===== src/rtl/dmem_mmio_resp.sv =====
// dmem_mmio_resp: MMIO responder sharing the data-memory port.
// Claims an 8-word window at BASE_ADDR: ID, scratch, CTRL, STATUS,
// push/pop FIFO, 48-bit cycle counter low word and counter snapshot.
// Read data is registered (one-cycle latency) like the data memory.
// Optional feature: define MMIO_IRQ_EN to add the or_irq output and CTRL bit3.

`ifndef HBIT_ADDR
`define HBIT_ADDR 47
`endif

module dmem_mmio_resp #(
    parameter logic [47:0] BASE_ADDR  = 48'hFFFF00,
    parameter int unsigned FIFO_DEPTH = 4,
    parameter logic [23:0] ID_VALUE   = 24'hA3B001
) (
    input  logic                 iw_clk,
    input  logic                 iw_rst,
    input  logic                 iw_we,
    input  logic                 iw_re,
    input  logic [`HBIT_ADDR:0]  iw_addr,
    input  logic [`HBIT_ADDR:0]  iw_wdata,
    input  logic                 iw_is48,
    output logic [`HBIT_ADDR:0]  or_rdata,
    output logic                 or_hit
`ifdef MMIO_IRQ_EN
    ,
    output logic                 or_irq
`endif
);

    localparam int unsigned AW = `HBIT_ADDR + 1;
    localparam int unsigned PW = $clog2(FIFO_DEPTH);
    localparam int unsigned CW = $clog2(FIFO_DEPTH + 1);

    typedef enum logic [2:0] {
        OFF_ID      = 3'd0,
        OFF_SCRATCH = 3'd1,
        OFF_CTRL    = 3'd2,
        OFF_STATUS  = 3'd3,
        OFF_FIFO    = 3'd4,
        OFF_CNT_LO  = 3'd5,
        OFF_CNT_HI  = 3'd6,
        OFF_RSVD    = 3'd7
    } reg_off_e;

    // registered state
    logic [AW-1:0] rdata_q, rdata_d;
    logic          hit_q, hit_d;
    logic [23:0]   scratch_q, scratch_d;
    logic          ctrl_en_q, ctrl_en_d;
    logic [23:0]   fifo_mem_q [FIFO_DEPTH];
    logic [23:0]   fifo_mem_d [FIFO_DEPTH];
    logic [PW-1:0] rd_ptr_q, rd_ptr_d;
    logic [PW-1:0] wr_ptr_q, wr_ptr_d;
    logic [CW-1:0] count_q, count_d;
    logic          ovf_q, ovf_d;
    logic          unf_q, unf_d;
    logic [47:0]   cnt_q, cnt_d;
    logic [23:0]   snap_q, snap_d;
`ifdef MMIO_IRQ_EN
    logic          irq_en_q, irq_en_d;
    logic          irq_q, irq_d;
`endif

    // decode / combinational helpers
    logic          hit;
    reg_off_e      off;
    logic          wr, rd;
    logic          push, pop, ctrl_wr, clr_cnt, flush, stat_wr, snap_take;
    logic          fifo_empty, fifo_full;
    logic [4:0]    count5;
    logic [AW-1:0] rd_val;
    logic          unused_wdata_hi;

    // address decode and access strobes
    always_comb begin
        hit             = (iw_addr[AW-1:3] == BASE_ADDR[AW-1:3]);
        off             = reg_off_e'(iw_addr[2:0]);
        wr              = iw_we & hit;
        rd              = iw_re & hit;
        push            = wr && (off == OFF_FIFO);
        pop             = rd && (off == OFF_FIFO);
        ctrl_wr         = wr && (off == OFF_CTRL);
        clr_cnt         = ctrl_wr & iw_wdata[1];
        flush           = ctrl_wr & iw_wdata[2];
        stat_wr         = wr && (off == OFF_STATUS);
        snap_take       = rd && (off == OFF_CNT_LO) && !iw_is48;
        fifo_empty      = (count_q == '0);
        fifo_full       = (count_q == CW'(FIFO_DEPTH));
        count5          = '0;
        count5[CW-1:0]  = count_q;
        unused_wdata_hi = ^iw_wdata[AW-1:24];
    end

    // read mux over the current register contents
    always_comb begin
        rd_val = '0;
        case (off)
            OFF_ID:      rd_val[23:0] = ID_VALUE;
            OFF_SCRATCH: rd_val[23:0] = scratch_q;
            OFF_CTRL: begin
                rd_val[0] = ctrl_en_q;
`ifdef MMIO_IRQ_EN
                rd_val[3] = irq_en_q;
`endif
            end
            OFF_STATUS:  rd_val[8:0] = {unf_q, ovf_q, fifo_full, fifo_empty, count5};
            OFF_FIFO:    rd_val[23:0] = fifo_empty ? 24'd0 : fifo_mem_q[rd_ptr_q];
            OFF_CNT_LO:  rd_val = iw_is48 ? cnt_q : {24'd0, cnt_q[23:0]};
            OFF_CNT_HI:  rd_val[23:0] = snap_q;
            OFF_RSVD:    rd_val = '0;
            default:     rd_val = '0;
        endcase
    end

    // next-state for registers, counter and FIFO
    always_comb begin
        rdata_d    = hit ? rd_val : '0;
        hit_d      = hit;
        scratch_d  = scratch_q;
        ctrl_en_d  = ctrl_en_q;
        fifo_mem_d = fifo_mem_q;
        rd_ptr_d   = rd_ptr_q;
        wr_ptr_d   = wr_ptr_q;
        count_d    = count_q;
        ovf_d      = ovf_q;
        unf_d      = unf_q;
        snap_d     = snap_q;
`ifdef MMIO_IRQ_EN
        irq_en_d   = irq_en_q;
        irq_d      = irq_en_q & (!fifo_empty | ovf_q);
`endif

        if (wr && (off == OFF_SCRATCH)) scratch_d = iw_wdata[23:0];
        if (ctrl_wr) begin
            ctrl_en_d = iw_wdata[0];
`ifdef MMIO_IRQ_EN
            irq_en_d  = iw_wdata[3];
`endif
        end

        // clear beats increment; the enable in effect is the pre-write one
        if (clr_cnt)        cnt_d = '0;
        else if (ctrl_en_q) cnt_d = cnt_q + 48'd1;
        else                cnt_d = cnt_q;

        if (snap_take) snap_d = cnt_q[47:24];

        // sticky clears first so a same-cycle set below wins
        if (stat_wr) begin
            if (iw_wdata[7]) ovf_d = 1'b0;
            if (iw_wdata[8]) unf_d = 1'b0;
        end

        // simultaneous push/pop at full: overwriting the old head slot is
        // safe because the popped value was already captured in rdata_d
        if (flush) begin
            rd_ptr_d = '0;
            wr_ptr_d = '0;
            count_d  = '0;
        end else if (push && pop) begin
            fifo_mem_d[wr_ptr_q] = iw_wdata[23:0];
            wr_ptr_d             = wr_ptr_q + PW'(1);
            if (fifo_empty) begin
                unf_d   = 1'b1;
                count_d = CW'(1);
            end else begin
                rd_ptr_d = rd_ptr_q + PW'(1);
            end
        end else if (push) begin
            if (fifo_full) begin
                ovf_d = 1'b1;
            end else begin
                fifo_mem_d[wr_ptr_q] = iw_wdata[23:0];
                wr_ptr_d             = wr_ptr_q + PW'(1);
                count_d              = count_q + CW'(1);
            end
        end else if (pop) begin
            if (fifo_empty) begin
                unf_d = 1'b1;
            end else begin
                rd_ptr_d = rd_ptr_q + PW'(1);
                count_d  = count_q - CW'(1);
            end
        end
    end

    // state registers with synchronous reset
    always_ff @(posedge iw_clk) begin
        if (iw_rst) begin
            rdata_q    <= '0;
            hit_q      <= 1'b0;
            scratch_q  <= '0;
            ctrl_en_q  <= 1'b0;
            fifo_mem_q <= '{default: '0};
            rd_ptr_q   <= '0;
            wr_ptr_q   <= '0;
            count_q    <= '0;
            ovf_q      <= 1'b0;
            unf_q      <= 1'b0;
            cnt_q      <= '0;
            snap_q     <= '0;
`ifdef MMIO_IRQ_EN
            irq_en_q   <= 1'b0;
            irq_q      <= 1'b0;
`endif
        end else begin
            rdata_q    <= rdata_d;
            hit_q      <= hit_d;
            scratch_q  <= scratch_d;
            ctrl_en_q  <= ctrl_en_d;
            fifo_mem_q <= fifo_mem_d;
            rd_ptr_q   <= rd_ptr_d;
            wr_ptr_q   <= wr_ptr_d;
            count_q    <= count_d;
            ovf_q      <= ovf_d;
            unf_q      <= unf_d;
            cnt_q      <= cnt_d;
            snap_q     <= snap_d;
`ifdef MMIO_IRQ_EN
            irq_en_q   <= irq_en_d;
            irq_q      <= irq_d;
`endif
        end
    end

    assign or_rdata = rdata_q;
    assign or_hit   = hit_q;
`ifdef MMIO_IRQ_EN
    assign or_irq   = irq_q;
`endif

endmodule


===== config.mk =====
export PLATFORM = sky130hd
export DESIGN_NAME = dmem_mmio_resp
export DESIGN_NICKNAME = d
export VERILOG_FILES = /design/src/rtl/dmem_mmio_resp.sv
export SDC_FILE = /design/constraint.sdc
export NUM_CORES = 1
export LEC_CHECK = 0
export BUFFER_PORTS_ARGS = -buffer_cell sky130_fd_sc_hd__clkbuf_2
export CAP_MARGIN = 20
export CELL_PAD_IN_SITES_DETAIL_PLACEMENT = 0
export CELL_PAD_IN_SITES_GLOBAL_PLACEMENT = 1
export CORE_ASPECT_RATIO = 1.2
export CORE_UTILIZATION = 45
export CTS_CLUSTER_SIZE = 30
export DETAILED_ROUTE_END_ITERATION = 16
export GPL_TIMING_DRIVEN = 0
export PLACE_DENSITY_LB_ADDON = 0.1
export SLEW_MARGIN = 0
export SYNTH_ARGS = -nofsm -noshare
export SYNTH_HDL_FRONTEND = slang
export SYNTH_SLANG_ARGS = --single-unit
export TNS_END_PERCENT = 30

===== constraint.sdc =====
create_clock -name iw_clk -period 3.82 [get_ports iw_clk]
set_clock_uncertainty 0.05 [all_clocks]
set_input_delay 0.382 -clock iw_clk [delete_from_list [all_inputs] [get_ports iw_clk]]
set_output_delay 0.382 -clock iw_clk [all_outputs]
set_load 0.005 [all_outputs]

==> results.json, run 1 <==
{
  "placed_cell_area_um2": 12000,
  "multi_input_area_um2": 5590,
  "dieWidth_um": 145,
  "clkLatencyLatePin_ns": 0.53,
  "max-slew-margin-rel": 0.398,
  "cts_buffers": 27,
  "endpoint": "cnt_q[37]",
  "register_area_um2": 5020,
  "wirelength_mm": 30.1,
  "vias": 8542,
  "fp-row-count": 62,
  "worstRegToRegCells": 6,
  "ioPinCount": 150,
  "status": "finished, final reports clean",
  "worst_pin_slew_ns": 0.904,
  "clkTransAtPathRegs_ns": 0.06,
  "hp-class": "primary input to register",
  "cts_tree": "built",
  "ys_top_cells_by_count": "251 x dfxtp_1, 127 x mux2i_1, 122 x nand2b_1, 87 x nor2_1, 58 x a21oi_1",
  "grt_pass1_wl_mm": 47.8,
  "synthesis.nets": 1216,
  "switchingPower_w": 0.00117,
  "port_buffers": 124,
  "htree_num_levels": 1,
  "synth.most_common_cell": "dfxtp_1",
  "drive_gt1_frac": 0.184,
  "setup.worst_path.start": "cnt_q[9]",
  "cts.sink_count": 251,
  "initial_core_util": 0.459,
  "ys_ff_latch": 251,
  "ys_seq_area_frac": 0.457,
  "cts_setup_buffers": 0,
  "die_h_um": 173,
  "pwr-share-comb": 0.038,
  "p_int_w": 0.00424,
  "finalSetupTns_ns": 0,
  "ys_async_sr_fraction": 0,
  "p_total_w": 0.00541,
  "drt_iter0_markers": 521,
  "nets": 1370,
  "dp_hpwl_mm": 22.6,
  "grt_pass1_vias": 8634,
  "timing.final.crit_share": 0.738,
  "avgViaCountPerCell": 5.34,
  "avgSynthCellArea_um2": 9.92,
  "final_core_util": 0.539,
  "p_leak_nw": 5.21,
  "ir_drop_v": 0.000388,
  "firstDrtPassIters": 5,
  "cts_max_path_buffers": 3,
  "cp_max_fo": 10,
  "antenna_cells": 0,
  "ys_warn_count": 0,
  "r2r_slack_ns": 1.00,
  "synth-edff-count": 0,
  "hold_viol": 0,
  "netlist_instances": 1109,
  "reg2reg_from": "cnt_q[9]",
  "synth_top_area_frac": 0.457,
  "dieArea_um2": 25100,
  "fin_area_um2": 12900,
  "syn_to_final_growth_pct": 17.3,
  "synth_flop_cell": "dfxtp_1",
  "n_fill_cell": 2226,
  "synth.distinct_cells": 54,
  "core_um2": 24000,
  "rr_endpoint": "cnt_q[37]",
  "wire_per_inst_um": 18.8,
  "ant_nets": 0,
  "grt_overflow_total": 0,
  "grt_setup_unrepaired": "false",
  "grt_max_degree": 14,
  "gp_congestion": 0.907,
  "grt_use_total": 0.249,
  "synth.area.top_cells": "dfxtp_1 46%, mux2i_1 12%, nand2b_1 6.9%",
  "hold_buffers": 0,
  "max_freq_mhz": 355,
  "end_kind": "register",
  "slew_violations": 0,
  "cap_violations": 0,
  "fin_crit_ns": 2.82,
  "powerDensity_nw_per_um2": 419,
  "synth_top_cell_by_area": "dfxtp_1",
  "cp.required_ns": 4.17,
  "setup_violations": 0,
  "antenna_found_initial": 0,
  "crit_type": "register to register",
  "startpoint_type": "register",
  "swShare": 0.216,
  "drc": 0,
  "cts-root-buf": "clkbuf_16",
  "crit_arrival_ns": 3.17,
  "power_frac_seq": 0.484,
  "synth_area_um2": 11000,
  "clkPwrFrac": 0.478,
  "postCtsResizedCells": 0
}
[worst min path at each step]
stage / from / end / slack, ns / cells after the start
after detailed placement: fifo_mem_q[33] / fifo_mem_q[33] / 0.41 / 2
after global routing: iw_wdata[18] / fifo_mem_q[18] / 0.21 / 3
final: iw_wdata[7] / ovf_q / 0.18 / 4
after global placement: fifo_mem_q[39] / fifo_mem_q[39] / 0.41 / 2
after floorplan: snap_q[5] / or_rdata[5] / 0.38 / 2
after CTS: iw_wdata[7] / ovf_q / 0.17 / 4
[metrics by stage]
stage | hold WS [ns] | setup slack [ns] | cells
finish | 0.181 | 1.00 | 1601
global placement | 0.405 | 0.621 | 1553
CTS | 0.166 | 0.984 | 1600
global route | 0.211 | 0.797 | 1601
detailed placement | 0.412 | 0.611 | 1553
floorplan | 0.382 | 0.965 | 1109
[worst max-delay path: stages, from the launching register on]
cell and delay, ns:
dfxtp_1 0.47, nand4_1 0.22, nor3_1 0.57, nand4_1 0.56, clkbuf_1 0.41, o31ai_1 0.32
a21oi_1 0.09
[sequential cells by signal (all words and copies together) (netlist names)]
signal and cells:
or_hit 1, wr_ptr_q 2, snap_q 24, scratch_q 24
fifo_mem_q 96, unf_q 1, cnt_q 48, rd_ptr_q 2
ovf_q 1, ctrl_en_q 1, or_rdata 48, count_q 3
[layer usage]
| metal | vias up | track usage | part of all wire |
|---|---|---|---|
| met2 | 187 | 0.431 | 0.50 |
| li1 | 4234 | - | - |
| met4 | 0 | 0.0732 | 0.024 |
| met3 | 50 | 0.0273 | 0.036 |
| met5 | - | 0 | 0 |
| met1 | 4071 | 0.321 | 0.44 |
[power groups by stage]
stage / combinational (W) / sequential [W] / clock [W]
after floorplan: 0.000107 / 0.00268 / 0
final: 0.000205 / 0.00262 / 0.00259
after global placement: 0.000205 / 0.00268 / 0
after global routing: 0.000222 / 0.00262 / 0.00275
after detailed placement: 0.000205 / 0.00268 / 0
after CTS: 0.000206 / 0.00262 / 0.00263
[final cells by class]
cell class,count,share of cell area
plain buffers,76,0.0258
clock buffers,39,0.0604
clock inverters,8,0.00746
inverters,15,0.00436
multi-input cells,767,0.433
flip-flops and latches,251,0.389
well taps,320,0.0310
repair buffers,125,0.0489
[placed cells by master (no fill, tap or decap), drive strengths merged, types with 11 or more instances in the layout]
cell type,count
or3,16
mux2i,127
nand3,20
nor2b,11
or4,14
nor2,87
dfxtp,251
xnor2,18
nand2b,122
nand4,21
a21oi,58
and2,24
o21ai,48
inv,15
nand2,34
nand3b,24
clkbuf,216
mux4,24
buf,24
mux2,13
nor3,11
[kinds of logic after synthesis]
family | count (synthesis) | share of synthesized area
AND/OR/NAND/NOR | 419 | 0.220
buffers and inverters | 91 | 0.0354
multiplexers | 164 | 0.178
flip-flops | 251 | 0.457
AO/OA/AOI/OAI | 152 | 0.0825
adder cells (fa/ha/maj) | 6 | 0.00750
XOR/XNOR | 26 | 0.0207
Note: power is estimated with default switching activity, not from simulation.
==> run 2, diff against run 1 <==
Clock period 3.82 ns to 2.6 ns, I/O delays scaled along.
==> results.json, run 2 (synthesis results as in run 1) <==
{
  "antenna_found_initial": 0,
  "final_common_cell": "dfxtp_1",
  "clkTransAtPathRegs_ns": 0.06,
  "cp.required_ns": 3.00,
  "cap_violations": 0,
  "drc": 0,
  "cts_max_path_buffers": 3,
  "p_int_w": 0.00635,
  "dp_hpwl_mm": 22.6,
  "slew_violations": 0,
  "cts_tree": "built",
  "setup_violations": 0,
  "end_kind": "register",
  "crit_arrival_ns": 2.87,
  "ioPinCount": 150,
  "crit_type": "register to register",
  "placed_cell_area_um2": 12000,
  "reg2reg_from": "count_q[2]",
  "wire_per_inst_um": 19.0,
  "vias": 8680,
  "clkPwrFrac": 0.489,
  "dieWidth_um": 145,
  "core_um2": 24000,
  "clkLatencyLatePin_ns": 0.53,
  "max-slew-margin-rel": 0.469,
  "swShare": 0.218,
  "syn_to_final_growth_pct": 18.3,
  "cp_max_fo": 10,
  "cts-root-buf": "clkbuf_16",
  "whs_ns": 0.0417,
  "firstDrtPassIters": 5,
  "fin_area_um2": 13000,
  "port_buffers": 124,
  "wirelength_mm": 30.5,
  "gp_congestion": 0.872,
  "final_core_util": 0.543,
  "avgViaCountPerCell": 5.40,
  "max_freq_mhz": 405,
  "hp-class": "primary input to register",
  "nets": 1373,
  "htree_num_levels": 1,
  "grt_overflow_total": 0,
  "rr_endpoint": "fifo_mem_q[57]",
  "grt_pass1_wl_mm": 48.0,
  "powerDensity_nw_per_um2": 624,
  "status": "finished, final reports clean",
  "switchingPower_w": 0.00177,
  "power_frac_seq": 0.473,
  "largest_register_ffs": 96,
  "critPathMaxStageDelay_ns": 0.54,
  "cts.sink_count": 251,
  "p_total_w": 0.00812,
  "cts_buffers": 26,
  "grt_setup_unrepaired": "true",
  "cp_slowest_cell": "or3b_2",
  "ant_nets": 0,
  "die_h_um": 173,
  "worstRegToRegCells": 7,
  "startpoint_type": "register",
  "critical_path.cell_chain": "or3b_2, o211a_1, and4_1, buf_4, nand2_2, buf_2, mux2i_1",
  "drt_iter0_markers": 504,
  "largest_register": "fifo_mem_q",
  "p_leak_nw": 5.26,
  "drive_gt1_frac": 0.194,
  "worst_pin_slew_ns": 0.792,
  "ir_drop_v": 0.000516,
  "endpoint": "fifo_mem_q[57]",
  "dieArea_um2": 25100,
  "grt_max_degree": 15,
  "final_cell_mix": "251 x dfxtp_1, 127 x mux2i_1, 126 x clkbuf_2",
  "initial_core_util": 0.459,
  "fp-row-count": 62,
  "grt_pass1_vias": 8633,
  "r2r_slack_ns": 0.13,
  "setup.worst_path.start": "count_q[2]",
  "fin_crit_ns": 2.47,
  "grt_use_total": 0.249,
  "hold_viol": 0,
  "antenna_cells": 0,
  "pwr-share-comb": 0.037,
  "timing.final.crit_share": 0.949
}
-- run 2: changes by cell type in the layout (fill, tap and decap cells not counted), moves of 3 or more --
cell      previous run  this run
clkbuf_1            59        55
clkbuf_4             0         3
clkbuf_8             6         3
buf_4                4         9
buf_2               14        11
-- run 2: critical path, delay by kind of cell (launching register included) --
kind                   cells  cell delay, ns
and+or+nand+nor            3            0.92
muxes                      1            0.24
buffers and inverters      2            0.54
AOI/OAI and AO/OA          1            0.23
DFF                        1            0.41
-- run 2: final cells by class --
class,count,area (um2)
timing repair buffer,129,658
clock inverter,14,186
inverter,15,56.3
buffer,76,357
fill,2182,10900
multi-input combinational,767,5610
tap,320,400
clock buffer,34,732
sequential,251,5020
-- run 2: stage by stage --
stage / setup TNS (ns) / instances / worst slack, ns
CTS: 0 / 1606 / 0.0514
global placement: -12.90 / 1553 / -0.320
finish: 0 / 1606 / 0.132
detailed placement: -13.42 / 1553 / -0.312
floorplan: -0.0101 / 1109 / -0.0101
global route: -0.00345 / 1606 / -0.00345
-- run 2: power by group through the flow --
stage          registers (W)  logic [W]  clock network (W)
5_1_grt              0.00384   0.000326            0.00420
3_5_place_dp         0.00393   0.000301                  0
2_1_floorplan        0.00393   0.000158                  0
4_1_cts              0.00384   0.000302            0.00404
3_3_place_gp         0.00393   0.000300                  0
6_report             0.00384   0.000301            0.00397
-- run 2: what timing repair did --
item | CTS | global route
hold buffers | 0 | 0
pin swaps | 2 | 0
endpoints found under the setup margin | 28 | 12
buffers inserted | 5 | 0
gates resized for setup | 3 | 5
-- run 2: worst min-delay path by stage --
stage,startpoint,to,depth (start not counted)
CTS,iw_wdata[18],fifo_mem_q[66],3
detailed placement,fifo_mem_q[51],fifo_mem_q[51],2
finish,iw_wdata[18],fifo_mem_q[66],3
global route,iw_wdata[18],fifo_mem_q[66],3
floorplan,snap_q[5],or_rdata[5],2
global placement,fifo_mem_q[39],fifo_mem_q[39],2
-- run 2: layer usage --
metal,part of all wire,vias to the layer above,track usage
met5,0,-,0
met4,0.030,0,0.0855
met3,0.039,62,0.0343
met2,0.49,207,0.428
met1,0.44,4171,0.315
li1,-,4240,-
==> run 3, diff against run 2 <==
Settings changed: ABC_AREA from default to 1, CORE_UTILIZATION 45 to 42.
==> results.json, run 3 <==
{
  "whs_ns": 0.0325,
  "htree_num_levels": 1,
  "wirelength_mm": 38.5,
  "grt_pass1_wl_mm": 58.5,
  "avgSynthCellArea_um2": 7.45,
  "p_int_w": 0.00647,
  "die_h_um": 183,
  "ys_ff_latch": 251,
  "final_cell_mix": "251 x dfxtp_1, 243 x inv_1, 203 x a21oi_1",
  "crit_arrival_ns": 2.84,
  "worstRegToRegCells": 6,
  "cp_slowest_cell": "buf_1",
  "ioPinCount": 150,
  "max-slew-margin-rel": 0.481,
  "cts_max_path_buffers": 3,
  "synth.area.top_cells": "dfxtp_1 44%, a21oi_1 8.8%, inv_1 7.9%",
  "path_buf_inv": 2,
  "synth_top_cell_by_area": "dfxtp_1",
  "setup_violations": 0,
  "synth.distinct_cells": 43,
  "grt_setup_unrepaired": "false",
  "drive_gt1_frac": 0.152,
  "vias": 10602,
  "pwr-share-comb": 0.036,
  "critPathMaxStageDelay_ns": 0.57,
  "crit_type": "register to register",
  "critPathTopFamily": "buffers and inverters",
  "wire_per_inst_um": 18.7,
  "ant_nets": 0,
  "hp-start": "iw_wdata[17]",
  "ys_seq_area_frac": 0.436,
  "grt_pass1_vias": 10057,
  "gp_congestion": 0.947,
  "critical_path.cell_chain": "clkbuf_1, buf_1, o21ai_0, o21ai_0, a221oi_1, nor2_1",
  "top_layer": "met4",
  "rr_endpoint": "or_rdata[6]",
  "ir_drop_v": 0.000488,
  "grt_overflow_total": 0,
  "hold_buffers": 0,
  "reg2reg_from": "rd_ptr_q[1]",
  "largest_register_ffs": 96,
  "dp_hpwl_mm": 29.5,
  "cts_setup_buffers": 0,
  "initial_core_util": 0.427,
  "netlist_instances": 1545,
  "power_frac_seq": 0.465,
  "cap_violations": 0,
  "synthesis.nets": 1652,
  "r2r_slack_ns": 0.14,
  "antenna_found_initial": 0,
  "core_um2": 27000,
  "n_fill_cell": 2806,
  "cp.required_ns": 2.98,
  "cts_buffers": 28,
  "clkPwrFrac": 0.500,
  "largest_register": "fifo_mem_q",
  "finalSetupTns_ns": 0,
  "drc": 0,
  "syn_to_final_growth_pct": 17.6,
  "swShare": 0.218,
  "grt_max_degree": 14,
  "hold_viol": 0,
  "antenna_cells": 0,
  "startpoint_type": "register",
  "synth_flop_cell": "dfxtp_1",
  "cts-root-buf": "clkbuf_16",
  "synth_area_um2": 11500,
  "port_buffers": 124,
  "ys_async_sr_fraction": 0,
  "slew_violations": 0,
  "wl_met3_mm": 1.53,
  "ys_warn_count": 0,
  "end_kind": "register",
  "dieWidth_um": 153,
  "grt_use_total": 0.274,
  "fp-row-count": 66,
  "synth.most_common_cell": "dfxtp_1",
  "switchingPower_w": 0.00180,
  "hp-class": "primary input to register",
  "synth-edff-count": 0,
  "firstDrtPassIters": 5,
  "ys_top_cells_by_count": "251 x dfxtp_1, 243 x inv_1, 203 x a21oi_1, 179 x o21ai_0, 175 x nor2_1",
  "clkTransAtPathRegs_ns": 0.06,
  "fin_crit_ns": 2.46,
  "drt_iter0_markers": 498,
  "cpMostUsedCell": "o21ai_0",
  "wl_met2_mm": 19.8,
  "min_path_cells": 3,
  "synth_top_area_frac": 0.436,
  "timing.final.crit_share": 0.946,
  "p_leak_nw": 4.93,
  "met1_length_mm": 15.9,
  "cp_max_fo": 10,
  "nets": 1806,
  "clkLatencyLatePin_ns": 0.55,
  "cts.sink_count": 251,
  "final_common_cell": "dfxtp_1",
  "worst_pin_slew_ns": 0.778,
  "status": "finished, final reports clean",
  "hold_path_end": "fifo_mem_q[89]",
  "powerDensity_nw_per_um2": 611,
  "postCtsResizedCells": 0,
  "avgViaCountPerCell": 5.15,
  "max_freq_mhz": 407,
  "cts_tree": "built",
  "dieArea_um2": 28100
}
-- run 3: logic make-up after synthesis --
| group | Yosys count | share of synthesized area |
|---|---|---|
| xor+xnor | 38 | 0.0289 |
| buf+inv | 327 | 0.120 |
| flops | 251 | 0.436 |
| compound gates | 450 | 0.218 |
| fa+ha+maj | 6 | 0.00717 |
| simple gates | 473 | 0.189 |
-- run 3: how the worst max path moves through the flow --
stage | from | cells past startpoint | to | slack [ns]
global placement | rd_ptr_q[1] | 6 | or_rdata[6] | 0.21
finish | rd_ptr_q[1] | 6 | or_rdata[6] | 0.14
CTS | rd_ptr_q[1] | 6 | or_rdata[6] | 0.20
global route | rd_ptr_q[1] | 6 | or_rdata[6] | 0.05
floorplan | cnt_q[0] | 8 | cnt_q[40] | 0.84
detailed placement | rd_ptr_q[1] | 6 | or_rdata[6] | 0.22
-- run 3: power groups by stage --
stage / Clock [W] / Combinational [W] / Sequential, W
global placement: 0 / 0.000293 / 0.00393
finish: 0.00413 / 0.000296 / 0.00385
detailed placement: 0 / 0.000294 / 0.00393
global route: 0.00436 / 0.000328 / 0.00384
floorplan: 0 / 0.000136 / 0.00393
CTS: 0.00420 / 0.000295 / 0.00385
-- run 3: layer usage --
metal,vias to the layer above,track usage
met3,74,0.0300
met2,263,0.511
met5,-,0
li1,5361,-
met4,0,0.101
met1,4904,0.321
-- run 3: worst min-delay path: stages --
cell	delay [ns]
clkbuf_2	0.14
o21ai_0	0.09
a21oi_1	0.10
-- run 3: through the flow --
| step | setup WS [ns] | area [um2] | total power (W) | std cells | util |
|---|---|---|---|---|---|
| 6_report | 0.141 | 13500 | 0.00828 | 2059 | 0.501 |
| 5_1_grt | 0.0546 | 13500 | 0.00853 | 2059 | 0.501 |
| 4_1_cts | 0.199 | 13500 | 0.00834 | 2059 | 0.501 |
| 3_5_place_dp | 0.224 | 12600 | 0.00422 | 2009 | 0.465 |
| 3_3_place_gp | 0.209 | 12600 | 0.00422 | 2009 | 0.465 |
| 2_1_floorplan | 0.835 | 11500 | 0.00407 | 1545 | - |
-- run 3: area by class of cell --
| type | instances | area [um2] | share of cell area |
|---|---|---|---|
| Inverter | 249 | 940 | 0.0694 |
| Clock buffer | 45 | 896 | 0.0662 |
| Sequential cell | 251 | 5020 | 0.371 |
| Tap cell | 340 | 425 | 0.0314 |
| Buffer | 78 | 442 | 0.0326 |
| Timing Repair Buffer | 124 | 621 | 0.0458 |
| Multi-Input combinational cell | 967 | 5110 | 0.377 |
| Clock inverter | 5 | 81.3 | 0.00601 |
